===== config.mk =====
export PLATFORM = sky130hd
export DESIGN_NAME = fetch_pc_unit
export DESIGN_NICKNAME = d
export VERILOG_FILES = /design/src/rtl/fetch_pkg.sv /design/src/rtl/if_id_reg.sv /design/src/rtl/fetch_pc_unit.sv
export SDC_FILE = /design/constraint.sdc
export NUM_CORES = 1
export LEC_CHECK = 0
export ABC_CLOCK_PERIOD_IN_PS = 2600
export CAP_MARGIN = 20
export CORE_MARGIN = 10
export CORE_UTILIZATION = 48
export CTS_BUF_LIST = sky130_fd_sc_hd__clkbuf_2
export DETAILED_ROUTE_END_ITERATION = 16
export HOLD_SLACK_MARGIN = 0.05
export PLACE_DENSITY = 0.83
export SYNTH_ARGS = -nofsm -noshare
export SYNTH_HDL_FRONTEND = slang
export SYNTH_SLANG_ARGS = --single-unit

===== constraint.sdc =====
create_clock -name clk -period 2.6 [get_ports clk]
set_input_delay 0.52 -clock clk [delete_from_list [all_inputs] [get_ports clk]]
set_output_delay 0.52 -clock clk [all_outputs]
set_load 0.005 [all_outputs]

===== src/rtl/fetch_pkg.sv =====
// Shared definitions for the fetch stage: reset/bubble defaults, FSM state type, PC increment.
package fetch_pkg;

    localparam logic [31:0] DEFAULT_RESET_PC  = 32'h0000_0000;
    localparam logic [31:0] DEFAULT_NOP_INSTR = 32'h0000_0013;
    localparam int unsigned PC_INC            = 4;

    typedef enum logic {
        StRun,
        StHalt
    } fetch_state_e;

endpackage


===== src/rtl/if_id_reg.sv =====
// IF/ID pipeline register: bubble beats stall, stall beats load.
module if_id_reg #(
    parameter int unsigned            ADDRESS_WIDTH = 32,
    parameter int unsigned            DATA_WIDTH    = 32,
    parameter logic [DATA_WIDTH-1:0]  NOP_INSTR     = '0
) (
    input  logic                     clk,
    input  logic                     rst,
    input  logic                     bubble_i,
    input  logic                     stall_i,
    input  logic [DATA_WIDTH-1:0]    instr_i,
    input  logic [ADDRESS_WIDTH-1:0] pc_i,
    input  logic [ADDRESS_WIDTH-1:0] pc_plus4_i,
    output logic [DATA_WIDTH-1:0]    instr_o,
    output logic [ADDRESS_WIDTH-1:0] pc_o,
    output logic [ADDRESS_WIDTH-1:0] pc_plus4_o,
    output logic                     valid_o,
    output logic                     load_o
);

    logic [DATA_WIDTH-1:0]    instr_q, instr_d;
    logic [ADDRESS_WIDTH-1:0] pc_q, pc_d;
    logic [ADDRESS_WIDTH-1:0] pc_plus4_q, pc_plus4_d;
    logic                     valid_q, valid_d;

    assign load_o = !bubble_i && !stall_i;

    // A bubble only replaces the instruction; the PC fields keep their last values.
    always_comb begin
        instr_d    = instr_q;
        pc_d       = pc_q;
        pc_plus4_d = pc_plus4_q;
        valid_d    = valid_q;
        if (bubble_i) begin
            instr_d = NOP_INSTR;
            valid_d = 1'b0;
        end else if (load_o) begin
            instr_d    = instr_i;
            pc_d       = pc_i;
            pc_plus4_d = pc_plus4_i;
            valid_d    = 1'b1;
        end
    end

    always_ff @(posedge clk) begin
        if (rst) begin
            instr_q    <= NOP_INSTR;
            pc_q       <= '0;
            pc_plus4_q <= '0;
            valid_q    <= 1'b0;
        end else begin
            instr_q    <= instr_d;
            pc_q       <= pc_d;
            pc_plus4_q <= pc_plus4_d;
            valid_q    <= valid_d;
        end
    end

    assign instr_o    = instr_q;
    assign pc_o       = pc_q;
    assign pc_plus4_o = pc_plus4_q;
    assign valid_o    = valid_q;

endmodule


===== src/rtl/fetch_pc_unit.sv =====
// Fetch stage: PC register, next-PC selection, RUN/HALT FSM, fetch counter and the IF/ID register.
module fetch_pc_unit
    import fetch_pkg::*;
#(
    parameter int unsigned               ADDRESS_WIDTH = 32,
    parameter int unsigned               DATA_WIDTH    = 32,
    parameter logic [ADDRESS_WIDTH-1:0]  RESET_PC      = ADDRESS_WIDTH'(DEFAULT_RESET_PC),
    parameter logic [DATA_WIDTH-1:0]     NOP_INSTR     = DATA_WIDTH'(DEFAULT_NOP_INSTR)
) (
    input  logic                     clk,
    input  logic                     rst,
    input  logic                     stall_f,
    input  logic                     stall_d,
    input  logic                     flush_d,
    input  logic                     pc_src_e,
    input  logic [ADDRESS_WIDTH-1:0] pc_target_e,
    output logic [ADDRESS_WIDTH-1:0] instr_addr,
    input  logic [DATA_WIDTH-1:0]    instr_f,
    output logic [DATA_WIDTH-1:0]    instr_d,
    output logic [ADDRESS_WIDTH-1:0] pc_d,
    output logic [ADDRESS_WIDTH-1:0] pc_plus4_d,
    output logic                     valid_d,
    output logic                     halted,
    output logic [31:0]              fetch_cnt
);

    fetch_state_e             state_q, state_d;
    logic [ADDRESS_WIDTH-1:0] pc_f_q, pc_f_d;
    logic [ADDRESS_WIDTH-1:0] pc_plus4_f;
    logic [31:0]              fetch_cnt_q, fetch_cnt_d;
    logic                     misaligned;
    logic                     running;
    logic                     ifid_load;

    assign pc_plus4_f = pc_f_q + ADDRESS_WIDTH'(PC_INC);
    assign misaligned = pc_src_e && (pc_target_e[1:0] != 2'b00);

    always_ff @(posedge clk) begin
        if (rst) begin
            state_q <= StRun;
        end else begin
            state_q <= state_d;
        end
    end

    always_comb begin
        state_d = state_q;
        if (state_q == StRun && misaligned) begin
            state_d = StHalt;
        end
    end

    always_comb begin
        running = (state_q == StRun);
        halted  = (state_q == StHalt);
    end

    // Redirect is checked before stall_f so a taken branch is never dropped.
    always_comb begin
        pc_f_d = pc_f_q;
        if (running && !misaligned) begin
            if (pc_src_e) begin
                pc_f_d = pc_target_e;
            end else if (!stall_f) begin
                pc_f_d = pc_plus4_f;
            end
        end
    end

    always_comb begin
        fetch_cnt_d = fetch_cnt_q;
        if (ifid_load) begin
            fetch_cnt_d = fetch_cnt_q + 32'd1;
        end
    end

    always_ff @(posedge clk) begin
        if (rst) begin
            pc_f_q      <= RESET_PC;
            fetch_cnt_q <= '0;
        end else begin
            pc_f_q      <= pc_f_d;
            fetch_cnt_q <= fetch_cnt_d;
        end
    end

    if_id_reg #(
        .ADDRESS_WIDTH (ADDRESS_WIDTH),
        .DATA_WIDTH    (DATA_WIDTH),
        .NOP_INSTR     (NOP_INSTR)
    ) u_if_id_reg (
        .clk        (clk),
        .rst        (rst),
        .bubble_i   (halted || flush_d),
        .stall_i    (stall_d),
        .instr_i    (instr_f),
        .pc_i       (pc_f_q),
        .pc_plus4_i (pc_plus4_f),
        .instr_o    (instr_d),
        .pc_o       (pc_d),
        .pc_plus4_o (pc_plus4_d),
        .valid_o    (valid_d),
        .load_o     (ifid_load)
    );

    assign instr_addr = pc_f_q;
    assign fetch_cnt  = fetch_cnt_q;

endmodule


==> impl_metrics.prom, run 1 <==
# TYPE chip_impl_metric gauge
chip_impl_metric{name="yosysWarningCount",unit=""} 0
chip_impl_metric{name="post_synth_instance_area",unit="um2"} 7060
chip_impl_metric{name="number_of_buffers_inserted_by_hold_repair_at_cts",unit=""} 0
chip_impl_metric{name="sequential_cell_area",unit="um2"} 3200
chip_impl_metric{name="pins_over_their_slew_limit",unit=""} 0
chip_impl_metric{name="cp_num_cells",unit=""} 1
chip_impl_info{name="worstPathCellList",value="clkdlybuf4s50_1"} 1
chip_impl_metric{name="hold_path_depth",unit=""} 2
chip_impl_metric{name="max-vdd-ir-drop",unit="V"} 0.000264
chip_impl_metric{name="min_period_over_period",unit=""} 0.938
chip_impl_metric{name="clkSlewWorstSetupHoldPaths",unit="ns"} 0.20
chip_impl_metric{name="postSynthRegisterBits",unit=""} 160
chip_impl_metric{name="port-buffer-count",unit=""} 231
chip_impl_metric{name="htree_levels",unit=""} 4
chip_impl_info{name="cts_tree",value="yes"} 1
chip_impl_metric{name="cp.buffers_inverters",unit=""} 1
chip_impl_metric{name="timing.final.hold_violations",unit=""} 0
chip_impl_metric{name="max_slew.worst_pin.slew",unit="ns"} 0.574
chip_impl_metric{name="core",unit="um2"} 14500
chip_impl_metric{name="layout-drive-gt1-share",unit=""} 0.104
chip_impl_metric{name="avgRoutedWirePerCell",unit="um"} 18.2
chip_impl_metric{name="drt-initial-drc-count",unit=""} 550
chip_impl_metric{name="switching_share",unit=""} 0.270
chip_impl_metric{name="placed_cells",unit=""} 1215
chip_impl_metric{name="postSynthAreaPerCell",unit="um2"} 8.39
chip_impl_metric{name="global_route.overflow_total",unit=""} 0
chip_impl_metric{name="track_usage",unit=""} 0.219
chip_impl_metric{name="maxCapViolations",unit=""} 0
chip_impl_metric{name="fin_tns_setup",unit="ns"} 0
chip_impl_metric{name="cts_inserted_buffers",unit=""} 17
chip_impl_metric{name="die_x",unit="um"} 141
chip_impl_metric{name="vias",unit=""} 6922
chip_impl_metric{name="power.share.clock",unit=""} 0.285
chip_impl_metric{name="die_height",unit="um"} 141
chip_impl_metric{name="maxClockFrequency",unit="MHz"} 410
chip_impl_info{name="setup.worst_path.class",value="reg -> out"} 1
chip_impl_metric{name="detail_route.vias_per_cell",unit=""} 5.56
chip_impl_metric{name="final_number_of_setup_violating_endpoints",unit=""} 0
chip_impl_metric{name="drtAntennaViolNets",unit=""} 0
chip_impl_info{name="postSynth.topFlopCell",value="dfxtp_1"} 1
chip_impl_metric{name="clk_latency",unit="ns"} 0.71
chip_impl_info{name="result_of_the_run",value="completed"} 1
chip_impl_metric{name="setup_slack_on_the_worst_flop_to_flop_path",unit="ns"} 0.29
chip_impl_info{name="worst_hold_path.endpoint",value="fetch_cnt[3]"} 1
chip_impl_metric{name="number_of_synthesized_flops_with_an_enable_pin",unit=""} 0
chip_impl_info{name="synthMostInstantiatedCell",value="dfxtp_1"} 1
chip_impl_info{name="synth.top_cells.by_count",value="160 x dfxtp_1, 119 x nand2_1, 87 x nor2_1, 59 x a21oi_1, 58 x clkbuf_1"} 1
chip_impl_info{name="timing.critical_path.to_type",value="output port"} 1
chip_impl_metric{name="slowest_delay",unit="ns"} 0.63
chip_impl_metric{name="timing.clock.skew",unit="ns"} 0.0247
chip_impl_info{name="synth_area_leader_cell",value="dfxtp_1"} 1
chip_impl_metric{name="relSlewSlack",unit=""} 0.614
chip_impl_metric{name="ys_async_sr_fraction",unit=""} 0
chip_impl_metric{name="synth-seq-area-share",unit=""} 0.454
chip_impl_metric{name="period_needed",unit="ns"} 2.44
chip_impl_metric{name="cell_internal_pwr",unit="uW"} 3270
chip_impl_metric{name="finalWirelength",unit="um"} 22700
chip_impl_metric{name="crit_path_max_fanout",unit=""} 10
chip_impl_metric{name="final-instance-count-excl-fill",unit=""} 1246
chip_impl_metric{name="synth_cell_types",unit=""} 56
chip_impl_info{name="crit_family",value="flip-flops"} 1
chip_impl_metric{name="total_leakage_power",unit="uW"} 0.00343
chip_impl_metric{name="powerDensity",unit="nW/um2"} 455
chip_impl_metric{name="total_switching_power",unit="uW"} 1210
chip_impl_metric{name="top_level_ports",unit=""} 232
chip_impl_metric{name="detailedRoute.firstPassIterationCount",unit=""} 5
chip_impl_metric{name="area_growth_syn_to_layout",unit="%"} 39.4
chip_impl_info{name="synth_top_cells_by_area",value="dfxtp_1 45%, nand2_1 6.3%, nor2_1 4.6%"} 1
chip_impl_metric{name="crit_required",unit="ns"} 2.08
chip_impl_metric{name="rows",unit=""} 44
chip_impl_info{name="reg2reg_to",value="u_if_id_reg.pc_plus4_o[21]"} 1
chip_impl_metric{name="cts_sinks",unit=""} 160
chip_impl_metric{name="grt_pass1_wl",unit="um"} 35800
chip_impl_metric{name="multi_input_comb_area",unit="um2"} 3500
chip_impl_metric{name="cts_max_path_buffers",unit=""} 2
chip_impl_metric{name="yosys.area.top_type_share",unit=""} 0.454
chip_impl_metric{name="first_global_vias",unit=""} 6648
chip_impl_info{name="holdCritStartpoint",value="rst"} 1
chip_impl_info{name="grt_setup_unrepaired",value="false"} 1
chip_impl_info{name="holdCritPathClass",value="in -> reg"} 1
chip_impl_info{name="crit-reg2reg-launch",value="instr_addr[10]"} 1
chip_impl_metric{name="floorplan.initialDensity",unit=""} 0.487
chip_impl_metric{name="seq_power_share",unit=""} 0.578
chip_impl_metric{name="grt_start_max_net_pins",unit=""} 91
chip_impl_metric{name="worst_r2r_path_depth",unit=""} 5
chip_impl_metric{name="dpl.hpwl",unit="um"} 16600
chip_impl_info{name="clock-root-buffer",value="clkbuf_2"} 1
chip_impl_metric{name="place.gp.congestion",unit=""} 0.877
chip_impl_metric{name="diode_insertion_count_for_antenna_repair",unit=""} 0
chip_impl_metric{name="postSynthNetCount",unit=""} 913
chip_impl_info{name="cp-start-kind",value="flip-flop"} 1
chip_impl_metric{name="fin_nets",unit=""} 1122
chip_impl_metric{name="post_synth_inst_count",unit=""} 841
chip_impl_metric{name="timing.critical_path.arrival",unit="ns"} 1.92
chip_impl_metric{name="filler_cell_count",unit=""} 1210
chip_impl_metric{name="post-route-drc-count",unit=""} 0
chip_impl_metric{name="antenna_found_initial",unit=""} 1
chip_impl_info{name="cp_slowest_cell",value="dfxtp_1"} 1
chip_impl_metric{name="comb_power_share",unit=""} 0.136
chip_impl_metric{name="area_of_the_die",unit="um2"} 20000
[sequential cells by signal, summed over array words and instances, names as in the netlist]
name,flops
u_if_id_reg.valid_o,1
fetch_cnt,32
halted,1
u_if_id_reg.pc_o,30
instr_addr,32
u_if_id_reg.instr_o,32
u_if_id_reg.pc_plus4_o,32
[per-layer routing]
metal / part of all wire / GRT usage / wire, um
met1: 0.40 / 0.259 / 9110
met2: 0.47 / 0.350 / 10700
met3: 0.11 / 0.0881 / 2440
met4: 0.021 / 0.0777 / 466
met5: 0.00057 / 0 / 13
[worst max-delay path by stage]
stage / from / end
6_report: instr_addr[17] / instr_addr[17]
2_1_floorplan: stall_d / fetch_cnt[28]
5_1_grt: instr_addr[17] / instr_addr[17]
3_3_place_gp: stall_d / fetch_cnt[25]
3_5_place_dp: stall_d / fetch_cnt[25]
4_1_cts: halted / halted
[kinds of logic (layout without fill, tap and decap cells)]
| family | Yosys count | in the layout | synth area share |
|---|---|---|---|
| adder cells (fa/ha/maj) | 2 | 2 | 0.00354 |
| flip-flops | 160 | 160 | 0.454 |
| AO/OA/AOI/OAI | 181 | 181 | 0.183 |
| XOR/XNOR | 50 | 50 | 0.0620 |
| buffers and inverters | 93 | 314 | 0.0537 |
| AND/OR/NAND/NOR | 351 | 351 | 0.238 |
| multiplexers | 4 | 4 | 0.00567 |
[cells in the final DEF (no fill, tap or decap), drive strengths merged, types with 3 or more instances in the layout]
cell type and instances:
or3 10, and4 7, a22oi 5, nand3b 3
xnor2 24, clkdlybuf4s50 229, o31ai 3, nand3 28
inv 11, dfxtp 160, o221a 29, nor4 17
nor2 87, mux2i 4, nor2b 3, nand2b 8
nand4 21, and2 6, nor3 21, clkbuf 17
o21ai 23, a31oi 7, a211oi 26, a21oi 59
and3 14, or4 3, clkinv 12, a22o 5
buf 42, xor2 26, nand2 119
[power by group through the flow]
stage	Sequential [uW]	Combinational, uW	Clock [uW]
2_1_floorplan	2620	268	0
3_3_place_gp	2630	605	0
3_5_place_dp	2640	612	0
4_1_cts	2590	615	1320
5_1_grt	2600	662	1420
6_report	2590	610	1280
[through the flow]
step           power, uW  worst slack, ns  hold WS, ns  area [um2]   util
2_1_floorplan       2890            0.331        0.441        7060      -
5_1_grt             4680           0.0100        0.162        9840  0.680
4_1_cts             4520          0.00650        0.153        9840  0.680
3_3_place_gp        3240            0.161        0.441        9630  0.665
6_report            4470            0.160        0.247        9840  0.680
3_5_place_dp        3250           0.0961        0.447        9630  0.665
[worst reg2reg max path: stages (launching register included)]
cell and delay (ns):
dfxtp_1 0.55, nand3_1 0.17, or4_4 0.60, or4_4 0.58, xor2_1 0.18, a211oi_2 0.21
[repair_timing]
item,in CTS,in global routing
resized for setup,0,1
buffers inserted,0,0
setup endpoints to repair,0,1
[layout make-up]
class | instances | area share
inverter | 12 | 0.00458
clock buffer | 17 | 0.00865
sequential | 160 | 0.326
clock inverter | 14 | 0.0127
tap | 184 | 0.0234
timing repair buffer | 271 | 0.270
multi-input combinational | 588 | 0.355
Note: power is estimated with default switching activity, not from simulation.
==> inputs of run 2 (changes only) <==
--- a/config.mk
+++ b/config.mk
@@ -11,6 +11,7 @@
 export CORE_UTILIZATION = 48
 export CTS_BUF_LIST = sky130_fd_sc_hd__clkbuf_2
 export DETAILED_ROUTE_END_ITERATION = 16
+export GPL_TIMING_DRIVEN = 0
 export HOLD_SLACK_MARGIN = 0.05
 export PLACE_DENSITY = 0.83
 export SYNTH_ARGS = -nofsm -noshare
==> run 2 against run 1 <==
Compared with the run above:
- sequential power barely moved
- power rose by 5.8%
- largest cell class unchanged
- sequential cell count did not move
- critical endpoint is now u_if_id_reg.pc_plus4_o[21]
==> impl_metrics.prom, run 2 (same netlist as run 1, synthesis figures left out) <==
# TYPE chip_impl_metric gauge
chip_impl_info{name="result_of_the_run",value="completed"} 1
chip_impl_metric{name="grt_start_max_net_pins",unit=""} 17
chip_impl_info{name="grt_setup_unrepaired",value="false"} 1
chip_impl_info{name="cp-start-kind",value="flip-flop"} 1
chip_impl_metric{name="top_level_ports",unit=""} 232
chip_impl_metric{name="postLayoutCoreUtil",unit=""} 0.687
chip_impl_metric{name="global_route.overflow_total",unit=""} 0
chip_impl_metric{name="vias",unit=""} 7397
chip_impl_metric{name="first_global_vias",unit=""} 7257
chip_impl_metric{name="filler_cell_count",unit=""} 1240
chip_impl_metric{name="max-vdd-ir-drop",unit="V"} 0.000372
chip_impl_metric{name="placedInstanceArea",unit="um2"} 9590
chip_impl_metric{name="crit_required",unit="ns"} 3.29
chip_impl_metric{name="timing.critical_path.arrival",unit="ns"} 3.23
chip_impl_metric{name="rows",unit=""} 44
chip_impl_metric{name="drt-initial-drc-count",unit=""} 841
chip_impl_metric{name="timing.clock.skew",unit="ns"} 0.0325
chip_impl_metric{name="clk_latency",unit="ns"} 0.76
chip_impl_metric{name="port-buffer-count",unit=""} 229
chip_impl_info{name="leading_cell_type_in_the_layout_fill_and_taps_excluded",value="clkdlybuf4s50_1"} 1
chip_impl_metric{name="sequential_cell_area",unit="um2"} 3200
chip_impl_metric{name="powerDensity",unit="nW/um2"} 476
chip_impl_info{name="holdCritPathClass",value="in -> reg"} 1
chip_impl_metric{name="min_period_over_period",unit=""} 0.979
chip_impl_metric{name="detail_route.vias_per_cell",unit=""} 5.74
chip_impl_metric{name="antenna_found_initial",unit=""} 0
chip_impl_metric{name="number_of_buffers_inserted_by_hold_repair_at_cts",unit=""} 0
chip_impl_metric{name="total_leakage_power",unit="uW"} 0.00347
chip_impl_metric{name="track_usage",unit=""} 0.253
chip_impl_metric{name="cts_sinks",unit=""} 160
chip_impl_metric{name="grt_pass1_wl",unit="um"} 40900
chip_impl_metric{name="cts_inserted_buffers",unit=""} 17
chip_impl_metric{name="multi_input_comb_area",unit="um2"} 3550
chip_impl_metric{name="layout-drive-gt1-share",unit=""} 0.0887
chip_impl_metric{name="fin_nets",unit=""} 1164
chip_impl_metric{name="post-route-drc-count",unit=""} 0
chip_impl_info{name="clock-root-buffer",value="clkbuf_2"} 1
chip_impl_metric{name="maxClockFrequency",unit="MHz"} 393
chip_impl_info{name="crit-reg2reg-launch",value="instr_addr[9]"} 1
chip_impl_metric{name="place.gp.congestion",unit=""} 0.987
chip_impl_metric{name="area_of_the_die",unit="um2"} 20000
chip_impl_metric{name="die_height",unit="um"} 141
chip_impl_metric{name="pins_over_their_slew_limit",unit=""} 0
chip_impl_metric{name="period_needed",unit="ns"} 2.55
chip_impl_metric{name="core",unit="um2"} 14500
chip_impl_metric{name="final_number_of_setup_violating_endpoints",unit=""} 0
chip_impl_metric{name="maxCapViolations",unit=""} 0
chip_impl_info{name="final_cell_mix",value="229 x clkdlybuf4s50_1, 159 x dfxtp_1, 119 x nand2_1"} 1
chip_impl_metric{name="detailedRoute.firstPassIterationCount",unit=""} 7
chip_impl_metric{name="relSlewSlack",unit=""} 0.510
chip_impl_metric{name="die_x",unit="um"} 141
chip_impl_metric{name="crit_path_max_fanout",unit=""} 8
chip_impl_metric{name="clkSlewWorstSetupHoldPaths",unit="ns"} 0.25
chip_impl_metric{name="cts_max_path_buffers",unit=""} 2
chip_impl_info{name="critPathLaunch",value="instr_addr[9]"} 1
chip_impl_metric{name="post-route-cell-area",unit="um2"} 9950
chip_impl_metric{name="dpl.hpwl",unit="um"} 19700
chip_impl_metric{name="diode_insertion_count_for_antenna_repair",unit=""} 0
chip_impl_metric{name="floorplan.initialDensity",unit=""} 0.487
chip_impl_metric{name="drtAntennaViolNets",unit=""} 0
chip_impl_metric{name="avgRoutedWirePerCell",unit="um"} 20.2
chip_impl_info{name="cts_tree",value="yes"} 1
chip_impl_metric{name="area_growth_syn_to_layout",unit="%"} 41.0
chip_impl_info{name="setup.worst_path.class",value="reg -> reg"} 1
chip_impl_metric{name="max_slew.worst_pin.slew",unit="ns"} 0.735
chip_impl_info{name="timing.critical_path.to_type",value="flip-flop"} 1
chip_impl_metric{name="timing.final.hold_violations",unit=""} 0
chip_impl_info{name="holdCritStartpoint",value="stall_d"} 1
chip_impl_metric{name="finalWirelength",unit="um"} 26000
chip_impl_metric{name="htree_levels",unit=""} 4
-- run 2: timing repair --
action                                  CTS  global route
pin swaps                                 0             1
buffers inserted                          0             2
resized for setup                         3            15
endpoints found under the setup margin    9            31
-- run 2: through the flow --
step	TNS, ns	setup slack (ns)	total power [uW]	instances	hold slack (ns)
detailed placement	-20.64	-0.567	3260	1255	0.448
floorplan	0	0.331	2890	841	0.441
CTS	0	0.0189	4740	1287	0.127
finish	0	0.0543	4730	1289	0.169
global placement	-16.15	-0.468	3260	1254	0.442
global route	0	0.0105	4920	1289	0.113
-- run 2: cell type report --
class                      count  area share
clock buffer                  17     0.00855
sequential                   160       0.322
timing repair buffer         233       0.233
inverter                      12     0.00453
clock inverter                15      0.0185
tap                          184      0.0231
buffer                        80      0.0336
multi-input combinational    588       0.357
-- run 2: routing by layer --
layer,vias to the layer above,wire [um],share of wire,global-route usage
li1,3485,-,-,-
met1,3428,10300,0.40,0.307
met2,410,11900,0.46,0.404
met3,74,2950,0.11,0.0948
met4,0,812,0.031,0.0853
met5,-,0,0,0
-- run 2: worst paths after layout --
path	endpoint	slack, ns	cells after the start
max	u_if_id_reg.pc_plus4_o[21]	0.05	5
min	u_if_id_reg.instr_o[1]	0.17	3
max reg2reg	u_if_id_reg.pc_plus4_o[21]	0.05	5
min reg2reg	u_if_id_reg.pc_plus4_o[0]	0.46	2
-- run 2: critical path: stages, from the launching register on --
cell	delay [ns]
dfxtp_1	0.63
nand2_1	0.31
or4_4	0.54
or4_4	0.58
xor2_1	0.19
a211oi_2	0.22
-- run 2: report_power, final --
| group | switching (uW) | internal, uW |
|---|---|---|
| clock | 951 | 552 |
| combinational | 336 | 310 |
| sequential | 56.6 | 2530 |
